### src/rtl/median_mem_arbiter.sv
// rtl/median_mem_arbiter.sv - two-requester round-robin arbiter for the single-port sample memory
// Per-cycle ownership with a bounded burst lock; synchronous read data is tagged back to its issuer.
module median_mem_arbiter #(
  parameter int A_WIDTH  = 8,
  parameter int D_WIDTH  = 8,
  parameter int MAX_HOLD = 8
) (
  input  logic               Clk,
  input  logic               Rst,
  input  logic               R0_Req,
  input  logic               R0_Lock,
  input  logic               R0_RW,
  input  logic [A_WIDTH-1:0] R0_Addr,
  input  logic [D_WIDTH-1:0] R0_WData,
  output logic               R0_Gnt,
  output logic               R0_RValid,
  input  logic               R1_Req,
  input  logic               R1_Lock,
  input  logic               R1_RW,
  input  logic [A_WIDTH-1:0] R1_Addr,
  input  logic [D_WIDTH-1:0] R1_WData,
  output logic               R1_Gnt,
  output logic               R1_RValid,
  output logic [D_WIDTH-1:0] R_Data,
  output logic               M_EN,
  output logic               M_RW,
  output logic [A_WIDTH-1:0] M_Addr,
  output logic [D_WIDTH-1:0] M_WData,
  input  logic [D_WIDTH-1:0] M_RData,
  output logic               Busy
);

  localparam int HW = (MAX_HOLD > 1) ? $clog2(MAX_HOLD) : 1;
  localparam logic [HW-1:0] HOLD_MAX = HW'(MAX_HOLD - 1);

  typedef enum logic [1:0] {IDLE, OWN0, OWN1} state_t;

  state_t        state_q, state_d;
  logic          last_q, last_d;
  logic [HW-1:0] hold_cnt_q, hold_cnt_d;
  logic          rd_pend0_q, rd_pend0_d;
  logic          rd_pend1_q, rd_pend1_d;

  logic xfer0, xfer1;
  logic own_is1, own_req, own_lock, oth_req;

  assign R0_Gnt    = (state_q == OWN0);
  assign R1_Gnt    = (state_q == OWN1);
  assign xfer0     = R0_Gnt & R0_Req;
  assign xfer1     = R1_Gnt & R1_Req;
  assign R0_RValid = rd_pend0_q;
  assign R1_RValid = rd_pend1_q;
  assign R_Data    = M_RData;
  assign Busy      = (state_q != IDLE);

  // Memory side is driven only during an actual transfer, otherwise parked at zero.
  always_comb begin
    M_EN    = 1'b0;
    M_RW    = 1'b0;
    M_Addr  = '0;
    M_WData = '0;
    if (xfer0) begin
      M_EN    = 1'b1;
      M_RW    = R0_RW;
      M_Addr  = R0_Addr;
      M_WData = R0_WData;
    end else if (xfer1) begin
      M_EN    = 1'b1;
      M_RW    = R1_RW;
      M_Addr  = R1_Addr;
      M_WData = R1_WData;
    end
  end

  assign rd_pend0_d = xfer0 & ~R0_RW;
  assign rd_pend1_d = xfer1 & ~R1_RW;

  always_comb begin
    state_d    = state_q;
    last_d     = last_q;
    hold_cnt_d = hold_cnt_q;
    own_is1    = (state_q == OWN1);
    own_req    = own_is1 ? R1_Req  : R0_Req;
    own_lock   = own_is1 ? R1_Lock : R0_Lock;
    oth_req    = own_is1 ? R0_Req  : R1_Req;
    case (state_q)
      IDLE: begin
        hold_cnt_d = '0;
        if (R0_Req && R1_Req) state_d = last_q ? OWN0 : OWN1;
        else if (R0_Req)      state_d = OWN0;
        else if (R1_Req)      state_d = OWN1;
      end
      OWN0, OWN1: begin
        if (own_req && own_lock && oth_req && (hold_cnt_q < HOLD_MAX)) begin
          hold_cnt_d = hold_cnt_q + HW'(1);
        end else if (oth_req) begin
          state_d    = own_is1 ? OWN0 : OWN1;
          hold_cnt_d = '0;
          last_d     = own_is1;
        end else if (own_req) begin
          // Uncontended owner saturates so a late arrival is served next cycle.
          if (hold_cnt_q < HOLD_MAX) hold_cnt_d = hold_cnt_q + HW'(1);
        end else begin
          state_d    = IDLE;
          hold_cnt_d = '0;
          last_d     = own_is1;
        end
      end
      default: begin
        state_d    = IDLE;
        hold_cnt_d = '0;
      end
    endcase
  end

  always_ff @(posedge Clk or posedge Rst) begin
    if (Rst) begin
      state_q    <= IDLE;
      last_q     <= 1'b1;
      hold_cnt_q <= '0;
      rd_pend0_q <= 1'b0;
      rd_pend1_q <= 1'b0;
    end else begin
      state_q    <= state_d;
      last_q     <= last_d;
      hold_cnt_q <= hold_cnt_d;
      rd_pend0_q <= rd_pend0_d;
      rd_pend1_q <= rd_pend1_d;
    end
  end

endmodule

### config.mk
export PLATFORM = sky130hd
export DESIGN_NAME = median_mem_arbiter
export DESIGN_NICKNAME = d
export VERILOG_FILES = /design/src/rtl/median_mem_arbiter.sv
export SDC_FILE = /design/constraint.sdc
export NUM_CORES = 1
export LEC_CHECK = 0
export CAP_MARGIN = 5
export CORE_UTILIZATION = 33
export CTS_BUF_LIST = sky130_fd_sc_hd__clkbuf_4
export DETAILED_ROUTE_END_ITERATION = 8
export PLACE_DENSITY = 0.88
export SYNTH_ARGS = -nofsm -noshare
export SYNTH_HDL_FRONTEND = slang
export SYNTH_SLANG_ARGS = --single-unit
### constraint.sdc
create_clock -name Clk -period 4.2 [get_ports Clk]
set_input_delay 0.84 -clock Clk [delete_from_list [all_inputs] [get_ports Clk]]
set_output_delay 0.84 -clock Clk [all_outputs]
set_load 0.02 [all_outputs]
==> impl_metrics.ini <==
[sta]
fin_crit_sh = 0.8962
worst_slew_pin_slew_ns = 0.3741
rsz0062_at_grt = no
fmax_mhz = 265.7
skew_ns = 0.01716
relSlewSlack = 0.7500
hold_violations = 0
drv_slew = 0
period_needed_ns = 3.764
fin_setup_tns_ns = 0
setup_viol_count_final = 0

[routing]
ant_nets = 0
dr_total_vias = 843
drt_wl_total_mm = 2.845
firstDrtPassIters = 4
wire_per_inst_um = 17.14
drc = 0
drt_iter0_markers = 14
drt-vias-per-instance = 5.078

[finish]
fin_cells = 166
nets = 193
layout_common_cells = 62 x clkdlybuf4s50_1, 17 x a22o_1, 7 x dfrtp_1
diodes = 0
area_delta_synth_final_pct = 72.24
stdcell_area_um2 = 1405
final_common_cell = clkdlybuf4s50_1
drive_gt1_frac = 0.08696

[cts]
post_cts_buffers = 0
clk_pin_slew_worst_paths_ns = 0.05
cts_tree = done
clock_latency_ns = 0.27
cts-root-buf = clkbuf_4
cts_hold_buf = 0
htreeDepth = 1
clock_sinks = 8
clockBufferDepth = 2
cts_buffers = 3
ctsResizeCount = 0

[synthesis]
syn_avg_cell_area_um2 = 9.712
synth.top_cell.area_share = 0.2147
synth_area_leader_cell = dfrtp_1
async_reset_ff_frac = 1.000
ys_types = 28
seq_area_frac_synth = 0.2469
synth_warnings = 0
ys_ff_latch = 8
synth-edff-count = 0
netlist_area_um2 = 815.8
ys.flop_type = dfrtp_1
yosys-top-cells-area = dfrtp_1 21%, a22o_1 18%, ha_1 9.2%, buf_4 7.4%, mux2i_1 6.1%
post_synth_inst_count = 84
synth_nets = 138

[critical_path]
cp-startpoint = R0_Req
crit_type = input port to output pin
startpoint_type = input port
r2r_slack_ns = 2.28
rr_worst_depth = 6
crit_path_end_kind = output pin
timing.rr.end = last_q
cp.required_ns = 3.36
path_max_fanout = 10
critPathArrivalTime_ns = 2.92
rr_startpoint = state_q[0]

[die]
fp.dieW_um = 51.72
die_area_um2 = 2675
std_cell_rows = 17
num_io_pins = 79
core_area_um2 = 2276
start_util = 0.3584
dieHeight_um = 51.72

[place]
port_buffers = 62
placed_cells_incl_taps = 162
routabilityCongestion = 0.7650
placed_cell_area_um2 = 1375

[worst_hold_path]
worstHoldEndpoint = hold_cnt_q[0]
worstHoldPathCells = 1
hp-start = hold_cnt_q[0]
hold_class = flip-flop to flip-flop

[global_route]
overflow = 0
grt_usage = 0.2213
grt_pass1_vias = 826
antenna_found_initial = 0
grt_start_max_net_pins = 18
grt_pass1_wl_mm = 4.153

[pwr]
power.leakage_nw = 0.6023
irDropWorstVdd_mv = 0.2967
power-per-cell-area_nw_per_um2 = 510.6

[outcome]
status = complete, no violations

[run]
drv_cap = 0
==> logic make-up (layout without fill, tap and decap cells) <==
family | count (synthesis) | in the layout | share of synthesized area
AOI/OAI and AO/OA | 27 | 27 | 0.2837
xor gates and xnor gates | 1 | 1 | 0.01074
adders and majority gates | 6 | 6 | 0.09202
buffers and inverters | 19 | 73 | 0.1549
DFF | 8 | 8 | 0.2469
muxes | 7 | 7 | 0.09662
and+or+nand+nor | 16 | 16 | 0.1150
==> report_power, final <==
group	total, mW	internal [mW]	switching [mW]
Combinational	0.523	0.262	0.260
Clock	0.0746	0.0430	0.0316
Sequential	0.120	0.103	0.0172
==> layout make-up <==
type | count | area (um2)
fillers | 177 | 870.8
clock buffers | 4 | 30.03
repair buffers | 63 | 628.1
flip-flops and latches | 8 | 201.4
multi-input cells | 57 | 488.0
inverters | 6 | 22.52
well taps | 28 | 35.03
==> flip-flops by register name, summed over array words and instances (netlist names) <==
| signal | count |
|---|---|
| R1_RValid | 1 |
| R0_RValid | 1 |
| state_q | 2 |
| hold_cnt_q | 3 |
| last_q | 1 |
==> worst max-delay path by stage <==
stage	endpoint	slack, ns	cells after the start
after floorplan	M_Addr[0]	1.59	6
after global placement	M_Addr[0]	0.54	5
after detailed placement	M_Addr[3]	0.46	5
after CTS	M_Addr[3]	0.45	5
after global routing	M_Addr[3]	0.36	5
final	M_Addr[3]	0.44	5
==> metal layers <==
| metal | routed length, um | GRT usage | vias to the layer above |
|---|---|---|---|
| met5 | 0 | 0 | - |
| met4 | 47 | 0.08559 | 0 |
| met3 | 270 | 0.08480 | 10 |
| met2 | 1506 | 0.4004 | 46 |
| met1 | 1021 | 0.2272 | 383 |
| li1 | - | - | 404 |
==> critical path, cell delays in order <==
cell	delay [ns]
clkdlybuf4s50_1	0.63
and2_1	0.41
buf_4	0.25
a22o_1	0.17
clkdlybuf4s50_1	0.62
==> synthesized netlist by cell type (2+ instances only) <==
| cell type | instances |
|---|---|
| a21oi_1 | 3 |
| buf_2 | 2 |
| dfrtp_1 | 7 |
| buf_6 | 3 |
| mux2i_1 | 5 |
| a22o_1 | 17 |
| ha_1 | 6 |
| and3_1 | 2 |
| nand2_1 | 4 |
| inv_1 | 6 |
| o22ai_1 | 2 |
| buf_4 | 8 |
| nand2b_1 | 3 |
| nor2_1 | 2 |
==> through the flow <==
stage	power [mW]	hold slack (ns)	utilization	worst slack (ns)
final	0.7175	0.4799	0.6174	0.4361
after CTS	0.7204	0.4795	0.6174	0.4523
after global routing	0.7615	0.4955	0.6174	0.3566
after floorplan	0.4672	0.4368	-	1.585
after detailed placement	0.6399	0.4702	0.6042	0.4644
after global placement	0.6229	0.4557	0.6042	0.5363
Note: power is estimated with default switching activity, not from simulation.
